==> config.mk <==
export PLATFORM = sky130hd
export DESIGN_NAME = spart_driver_flat
export DESIGN_NICKNAME = d
export VERILOG_FILES = /design/src/rtl/spart_pkg.sv /design/src/rtl/spart_driver_if.sv /design/src/rtl/spart_driver.sv /design/src/flat_wrapper.sv
export SDC_FILE = /design/constraint.sdc
export NUM_CORES = 1
export LEC_CHECK = 0
export CORE_MARGIN = 2
export CORE_UTILIZATION = 40
export DETAILED_ROUTE_END_ITERATION = 7
export PLACE_DENSITY = 0.73
export SYNTH_ARGS = -nofsm -noshare
export SYNTH_HDL_FRONTEND = slang
export SYNTH_SLANG_ARGS = --single-unit
==> constraint.sdc <==
create_clock -name clk -period 1.4 [get_ports clk]
set_input_delay 0.28 -clock clk [delete_from_list [all_inputs] [get_ports clk]]
set_output_delay 0.28 -clock clk [all_outputs]
set_load 0.03 [all_outputs]
==> src/rtl/spart_pkg.sv <==
// Shared definitions for the SPART processor-side driver: bus addresses,
// driver states and the baud-switch to divisor mapping.
package spart_pkg;

  localparam logic [1:0] ADDR_BUF  = 2'b00;
  localparam logic [1:0] ADDR_STAT = 2'b01;
  localparam logic [1:0] ADDR_DBL  = 2'b10;
  localparam logic [1:0] ADDR_DBH  = 2'b11;

  typedef enum logic [2:0] {
    CFG_LO,
    CFG_HI,
    IDLE,
    RD_RX,
    WAIT_TX,
    WR_TX
  } state_t;

  function automatic logic [15:0] div_sel(
    input logic [1:0]  cfg,
    input logic [15:0] d4800,
    input logic [15:0] d9600,
    input logic [15:0] d19200,
    input logic [15:0] d38400
  );
    logic [15:0] d;
    case (cfg)
      2'b00:   d = d4800;
      2'b01:   d = d9600;
      2'b10:   d = d19200;
      default: d = d38400;
    endcase
    return d;
  endfunction

endpackage

==> src/rtl/spart_driver_if.sv <==
// SPART processor bus: iocs/iorw/ioaddr access strobes plus status and data.
interface spart_driver_if;
  logic       rda;
  logic       tbr;
  logic [7:0] data_in;
  logic       iocs;
  logic       iorw;
  logic [1:0] ioaddr;
  logic [7:0] data_out;
  logic       data_oe;

  modport master (
    input  rda, tbr, data_in,
    output iocs, iorw, ioaddr, data_out, data_oe
  );

  modport slave (
    output rda, tbr, data_in,
    input  iocs, iorw, ioaddr, data_out, data_oe
  );
endinterface

==> src/rtl/spart_driver.sv <==
// SPART bus-master driver: programs the baud divisor, then echoes received bytes.
// Optional macro SPART_DRV_UPCASE_EN converts lowercase ASCII to uppercase on capture.
module spart_driver
  import spart_pkg::*;
#(
  parameter logic [15:0] DIV_4800  = 16'd1301,
  parameter logic [15:0] DIV_9600  = 16'd650,
  parameter logic [15:0] DIV_19200 = 16'd325,
  parameter logic [15:0] DIV_38400 = 16'd162
) (
  input  logic           clk,
  input  logic           rst,
  input  logic [1:0]     br_cfg,
  spart_driver_if.master bus
);

  state_t      state, next_state;
  logic        run;
  logic [1:0]  cfg_q;
  logic [1:0]  sel_q;
  logic [7:0]  byte_q;
  logic [15:0] div_now, div_sel_q;

  logic       iocs_c, iorw_c, data_oe_c;
  logic [1:0] ioaddr_c;
  logic [7:0] data_out_c;

  function automatic logic [7:0] capture(input logic [7:0] b);
`ifdef SPART_DRV_UPCASE_EN
    if (b >= 8'h61 && b <= 8'h7A) return {b[7:6], 1'b0, b[4:0]};
    else                          return b;
`else
    return b;
`endif
  endfunction

  assign div_now   = div_sel(br_cfg, DIV_4800, DIV_9600, DIV_19200, DIV_38400);
  assign div_sel_q = div_sel(sel_q,  DIV_4800, DIV_9600, DIV_19200, DIV_38400);

  // run holds the bus quiet for the first cycle after reset so outputs
  // show their reset values before the first divisor write
  always_ff @(posedge clk) begin
    if (rst) begin
      state <= CFG_LO;
      run   <= 1'b0;
    end else begin
      run <= 1'b1;
      if (run) state <= next_state;
    end
  end

  always_ff @(posedge clk) begin
    if (rst) begin
      cfg_q  <= 2'b00;
      sel_q  <= 2'b00;
      byte_q <= 8'h00;
    end else if (run) begin
      case (state)
        CFG_LO:  sel_q  <= br_cfg;
        CFG_HI:  cfg_q  <= br_cfg;
        RD_RX:   byte_q <= capture(bus.data_in);
        default: ;
      endcase
    end
  end

  always_comb begin
    next_state = state;
    case (state)
      CFG_LO:  next_state = CFG_HI;
      CFG_HI:  next_state = IDLE;
      IDLE: begin
        if (br_cfg != cfg_q) next_state = CFG_LO;
        else if (bus.rda)    next_state = RD_RX;
      end
      RD_RX:   next_state = WAIT_TX;
      WAIT_TX: if (bus.tbr) next_state = WR_TX;
      WR_TX:   next_state = IDLE;
      default: next_state = CFG_LO;
    endcase
  end

  always_comb begin
    iocs_c     = 1'b0;
    iorw_c     = 1'b1;
    ioaddr_c   = ADDR_BUF;
    data_out_c = 8'h00;
    data_oe_c  = 1'b0;
    if (run) begin
      case (state)
        CFG_LO: begin
          iocs_c = 1'b1; iorw_c = 1'b0; data_oe_c = 1'b1;
          ioaddr_c = ADDR_DBL; data_out_c = div_now[7:0];
        end
        CFG_HI: begin
          iocs_c = 1'b1; iorw_c = 1'b0; data_oe_c = 1'b1;
          ioaddr_c = ADDR_DBH; data_out_c = div_sel_q[15:8];
        end
        RD_RX: begin
          iocs_c = 1'b1; ioaddr_c = ADDR_BUF;
        end
        WR_TX: begin
          iocs_c = 1'b1; iorw_c = 1'b0; data_oe_c = 1'b1;
          ioaddr_c = ADDR_BUF; data_out_c = byte_q;
        end
        default: ;
      endcase
    end
  end

  assign bus.iocs     = iocs_c;
  assign bus.iorw     = iorw_c;
  assign bus.ioaddr   = ioaddr_c;
  assign bus.data_out = data_out_c;
  assign bus.data_oe  = data_oe_c;

endmodule

==> src/flat_wrapper.sv <==
// flat-port wrapper written by rule: the top's interface ports become plain ports
module spart_driver_flat import spart_pkg::*;
#(
  parameter logic [15:0] DIV_4800  = 16'd1301,
  parameter logic [15:0] DIV_9600  = 16'd650,
  parameter logic [15:0] DIV_19200 = 16'd325,
  parameter logic [15:0] DIV_38400 = 16'd162
)
  (clk, rst, br_cfg, bus_rda, bus_tbr, bus_data_in, bus_iocs, bus_iorw, bus_ioaddr, bus_data_out, bus_data_oe);
  spart_driver_if bus_i ();
  input  logic clk;
  input  logic rst;
  input  logic [1:0] br_cfg;
  input wire logic [$bits(bus_i.rda)-1:0] bus_rda;
  input wire logic [$bits(bus_i.tbr)-1:0] bus_tbr;
  input wire logic [$bits(bus_i.data_in)-1:0] bus_data_in;
  output wire logic [$bits(bus_i.iocs)-1:0] bus_iocs;
  output wire logic [$bits(bus_i.iorw)-1:0] bus_iorw;
  output wire logic [$bits(bus_i.ioaddr)-1:0] bus_ioaddr;
  output wire logic [$bits(bus_i.data_out)-1:0] bus_data_out;
  output wire logic [$bits(bus_i.data_oe)-1:0] bus_data_oe;
  assign bus_i.rda = bus_rda;
  assign bus_i.tbr = bus_tbr;
  assign bus_i.data_in = bus_data_in;
  assign bus_iocs = bus_i.iocs;
  assign bus_iorw = bus_i.iorw;
  assign bus_ioaddr = bus_i.ioaddr;
  assign bus_data_out = bus_i.data_out;
  assign bus_data_oe = bus_i.data_oe;
  spart_driver #(.DIV_4800(DIV_4800), .DIV_9600(DIV_9600), .DIV_19200(DIV_19200), .DIV_38400(DIV_38400)) u_core (.clk(clk), .rst(rst), .br_cfg(br_cfg), .bus(bus_i));
endmodule
# Yosys cells after proc, flatten, opt, wreduce, memory -nomap -nowiden

Index checks and enable logic that the tools add are counted.
W data, S select, Z words.

Register bits after elaboration: 16
Input port bits: 14
Output and inout bits: 13
Word-level logic and storage cells: 44

Equal/unequal tests: 12
Multiplexer cells: 17
Reduce and logical (&&, ||, !) cells: 10

Operator list:

| cell                 | number |
|---|---|
| $pmux W8 S3          | 2 |
| $pmux W11 S3         | 1 |
| $pmux W3 S5          | 1 |
| $mux W3              | 3 |
| $mux W8              | 1 |
| $mux W1              | 7 |
| $eq A3 B2 Y1 const B | 2 |
| $eq A3 B3 Y1 const B | 2 |
| $reduce_and A2 Y1    | 3 |
| $eq A2 B1 Y1 const B | 2 |
| $eq A2 B2 Y1 const B | 2 |
| $logic_not A2 Y1     | 2 |
| $pmux W2 S2          | 1 |
| $reduce_or A4 Y1     | 1 |
| $eq A3 B1 Y1 const B | 1 |
| $logic_not A3 Y1     | 1 |
| $ne A3 B2 Y1 const B | 1 |
| $reduce_and A3 Y1    | 1 |
| $reduce_or A3 Y1     | 1 |
| $mux W2              | 1 |
| $ne A2 B2 Y1         | 1 |
| $ne A2 B2 Y1 const B | 1 |
| $reduce_or A2 Y1     | 1 |

# Depth between registers and ports, before layout

Gate-level depths: netlist of the first run.

Depth in word-level cells: 4
Mapped depth: 5
Depth with buffers taken out: 3

# Worst setup path after synthesis of the first run

No wires, ideal clock.

Kind: register to output
Start: reg u_core.run
End: out bus_data_out[1]
Arrival: 1.632 ns
Required time: 1.120 ns
Slack: -0.512 ns
Cell stages (with the launch flop): 6
Buffers on the path: 2
Cells stage by stage: dfxtp_1 clkbuf_1 nand2b_1 a21o_1 clkbuf_1 a21oi_1

Cells in the longest elaborated chain, start to end: 1

Ends and longest elaborated chain:

| element                | line               | source |
|---|---|---|
| from (decl)            | spart_driver.sv:18 | `logic run;` |
| from (signal assigned) | spart_driver.sv:45 | `run <= 1'b0;` |
| from (signal assigned) | spart_driver.sv:47 | `run <= 1'b1;` |
| $mux W8                | spart_driver.sv:89 | `if (run) begin` |
| to (decl)              | flat_wrapper.sv:20 | `output wire logic [$bits(bus_i.data_out)-1:0] bus_data_out;` |

Every way passes these cells.

# Worst setup path in the final report of the first run

Start: reg u_core.state[1]
End: out bus_data_out[5]

Cells in the longest elaborated chain, start to end: 3
Elaborated cells between the ends (all ways): 5
Those cells by class: eq/ne: 2; mux: 2; reduce/logical: 1

Ends and longest elaborated chain:

| element                                    | line               | source |
|---|---|---|
| from (decl)                                | spart_driver.sv:17 | `state_t state, next_state;` |
| from (signal assigned)                     | spart_driver.sv:48 | `if (run) state <= next_state;` |
| $eq A3 B3 Y1, or another cell as far along | spart_driver.sv:90 | `case (state)` |
| $pmux W8 S3 (*)                            | spart_driver.sv:90 |  |
| $mux W8 (*)                                | spart_driver.sv:89 |  |

Every way passes the cells marked *; elsewhere a longest branch is shown, timed or not.

==> results of run 1 <==
## placed cells by master (no fill, tap or decap), types with 3 or more instances in the layout
| cell type | n |
|---|---|
| a21oi_1 | 9 |
| a21oi_4 | 5 |
| buf_4 | 18 |
| buf_6 | 22 |
| buf_8 | 4 |
| clkbuf_4 | 3 |
| clkdlybuf4s50_1 | 12 |
| dfxtp_1 | 13 |
| dfxtp_2 | 3 |
| mux2i_1 | 5 |
| nand2_1 | 17 |
| nor2_1 | 9 |
| nor2_4 | 3 |
| o21ai_1 | 4 |
## report_power, final
part           switching [W]  internal (W)
Clock               0.000153      0.000159
Sequential         0.0000133      0.000471
Combinational       0.000242      0.000279
## cells by family after synthesis
family | share of synthesized area, %
flops | 37.05
simple gates | 32.13
compound gates | 16.79
xor+xnor | 2.026
mux | 5.789
buf+inv | 6.223
## how the worst min path moves through the flow
stage | startpoint | to | slack, ns | depth (start not counted)
2_1_floorplan | rst | u_core.byte_q[0] | 0.35 | 1
3_3_place_gp | u_core.byte_q[1] | u_core.byte_q[1] | 0.44 | 2
3_5_place_dp | u_core.byte_q[0] | u_core.byte_q[0] | 0.45 | 2
4_1_cts | u_core.byte_q[0] | u_core.byte_q[0] | 0.46 | 2
5_1_grt | u_core.byte_q[0] | u_core.byte_q[0] | 0.48 | 2
6_report | u_core.byte_q[0] | u_core.byte_q[0] | 0.46 | 2
## worst max-delay path, stage by stage (launching register included)
cell,delay [ns]
dfxtp_2,0.34
or4b_4,0.57
or2_4,0.26
a21oi_4,0.12
buf_6,0.14
## metrics by stage
step	instance area, sq um	total power (W)
6_report	1683	0.001317
5_1_grt	1683	0.001375
4_1_cts	1559	0.001260
3_5_place_dp	1306	0.0008537
3_3_place_gp	1306	0.0008488
2_1_floorplan	977.2	0.0007064
## cell type report
type / count / area [sq um]
clock buffer: 4 / 36.28
multi-input combinational: 84 / 678.2
inverter: 4 / 18.77
tap: 27 / 33.78
fill: 116 / 319.1
timing repair buffer: 58 / 591.8
sequential: 16 / 324.1
## repair_timing
| item | CTS | global route |
|---|---|---|
| gates cloned | 2 | 0 |
| resized for setup | 50 | 21 |
| pin swaps | 15 | 18 |
| hold buffers | 0 | 0 |
| buffers inserted | 5 | 11 |
| endpoints found under the setup margin | 14 | 28 |
## flip-flops by register name (all words and copies together), names as in the netlist
name           flops
u_core.byte_q      8
u_core.state       3
u_core.cfg_q       2
u_core.run         1
u_core.sel_q       2
## metal layers
metal / global-route usage [%] / part of all wire (%) / wire length (um) / up-vias
li1: - / - / - / 490
met1: 26.35 / 39 / 1212 / 506
met2: 42.54 / 54 / 1650 / 47
met3: 7.440 / 5.6 / 171 / 6
met4: 7.207 / 1.5 / 46 / 0
met5: 0 / 0 / 0 / -
==> impl.org, run 1 <==
** Status
- Result of the run :: complete, but fails checks
- The checks that failed: setup timing.

** Critical path
- The most critical setup path has its startpoint at u_core.state[1].
- At the worst endpoint, the required time is 1.12 ns.
- Capture point of the worst reg-to-reg path :: u_core.cfg_q[1]
- Data arrives at the worst endpoint at 1.71 ns.
- STA classifies the critical path endpoint as an output pin.
- Startpoint type of the worst setup path :: register
- Maximum fanout encountered on the critical timing path :: 3
- The startpoint identified for the worst register-to-register timing path is u_core.state[1].
- By startpoint and endpoint, the worst setup path is classified as reg -> out.
- Reg2reg path depth :: 9
- Worst R2R Setup Slack :: -0.30 ns
- End point of the critical path :: bus_data_out[5]

** Die
- The initial utilization of the core area, before any placement, comes to 43.19%.
- From left edge to right edge, the die measures 50.49 um.
- Measured along the y axis, the die boundary spans 50.49 um.
- Boundary pin count :: 27
- Total Die Area :: 2549 sq um
- Row count :: 16
- In this run the standard cell core region covers 2002 sq um.

** Route
- Wires add up to 3081 um.
- Antenna Nets Post-Route :: 0
- Summing over every cut layer, the via total after detailed routing is 1049.
- After detailed routing, the number of vias per cell comes to 5.435.
- The first detailed-routing pass ran for 4 iterations.
- After detailed routing, the average wire length per cell comes to 15.96 um.
- Initial drt markers :: 22
- For this run, design rule violations remaining after detail routing come to 0.

** Flow run
- # Max-Cap Violations :: 0

** Cells and area
- Relative to the synthesized area, the layout overhead comes to 94.65%.
- NumNets Final :: 181
- Once layout is complete, the utilization of the core stands at 84.06%.
- The post-route netlist has 51.81% of its cells at a drive strength greater than 1.
- After the flow finishes, the layout carries non-filler instances totaling 193.
- Diodes inserted :: 0

** Clock tree
- H-tree levels :: 1
- Clock tree from TritonCTS :: built
- Reg clk slew, reported paths :: 0.10 ns
- For this design, the sink count on the clock tree is 16.
- Counting along the longest clock path gives a buffer depth of 2.
- Clock latency on the worst-skew pair :: 0.29 ns
- Clock Tree Root :: clkbuf_4
- TritonCTS created 3 clock buffers.

** Timing
- The final-report max-slew violation count was 0.
- Setup repair after global routing missed its margin :: yes
- Minimum clock period :: 1.992 ns
- The final-report hold violation count came to 0.
- Hold_ws :: 0.4605 ns
- Worst clock skew on the final layout :: 0.005641 ns
- The worst path uses 142.3% of the clock period.
- Setup slack on the critical path of the routed design comes to -0.5924 ns.
- Maximum clock frequency :: 0.5019 GHz
- Measured against its own limit, the worst slew margin works out to 80.16%.
- Adding up every negative setup slack in the final design gives -7.062 ns.
- Transition time of the tightest slew-check pin :: 0.2963 ns
- Final setup viols :: 17

** Synth
- Count of flip-flops with a built-in enable after synthesis :: 0
- For this run, the number of Yosys warnings is 0.
- Post-synthesis net count :: 127
- Async S/R FF share, synth :: 0%
- Average cell area after synthesis :: 7.651 sq um
- Summed instance area of the synthesized netlist :: 864.6 sq um
- After synthesis, the largest area contributor takes up 37.05% of total cell area.
- Most used standard cells in the synthesized netlist :: nand2_1 (20), dfxtp_1 (16), a21oi_1 (14), nor2_1 (13)
- Synth cell types :: 32
- The cell count after synthesis came out at 113.
- Most instantiated flip-flop cell in the synthesis netlist :: dfxtp_1
- Library cell with the highest instance count after synthesis :: nand2_1
- Top cells by area, synth :: dfxtp_1 (37%), nand2_1 (8.7%), a21oi_1 (8.1%)
- Number of synthesized register bits :: 16
- Biggest area consumer among synthesized cells :: dfxtp_1
- Fraction of the yosys area taken by sequential cells :: 37.05%

** GRT
- The number of global-route vias before repair came to 1015.
- The first global-routing pass estimated 4526 um of wire.
- The initial antenna violation count is 0.
- Global routing consumed, over all layers together, 23.64% of the routing resources.
- Total global routing overflow :: 0
- Maximum number of pins on one net before global-route repair :: 15

** Pwr
- VDD sags by at most 0.0006805 V.
- Power density relative to cell area :: 782.5 nW/um^2
- Static Leak :: 0.6539 nW

** Min path
- Classification of the worst-slack hold path :: reg -> reg

** Placement
- At the end of routability-driven placement, the weighted congestion stood at 0.8019.
- Before CTS, the worst setup slack after placement is -0.6771 ns.
- Total instance count after detailed placement :: 175
- HPWL after DPL :: 1726 um
- PortBufs :: 26
No activity file was read; power rests on OpenSTA's default activity.
==> run 2, diff against run 1 <==
--- a/config.mk
+++ b/config.mk
@@ -5,10 +5,12 @@
 export SDC_FILE = /design/constraint.sdc
 export NUM_CORES = 1
 export LEC_CHECK = 0
+export CAP_MARGIN = 40
 export CORE_MARGIN = 2
 export CORE_UTILIZATION = 40
 export DETAILED_ROUTE_END_ITERATION = 7
 export PLACE_DENSITY = 0.73
+export SLEW_MARGIN = 25
 export SYNTH_ARGS = -nofsm -noshare
 export SYNTH_HDL_FRONTEND = slang
 export SYNTH_SLANG_ARGS = --single-unit
==> results of run 2 <==
Final layout, timing and power as in run 1 (identical DEF).
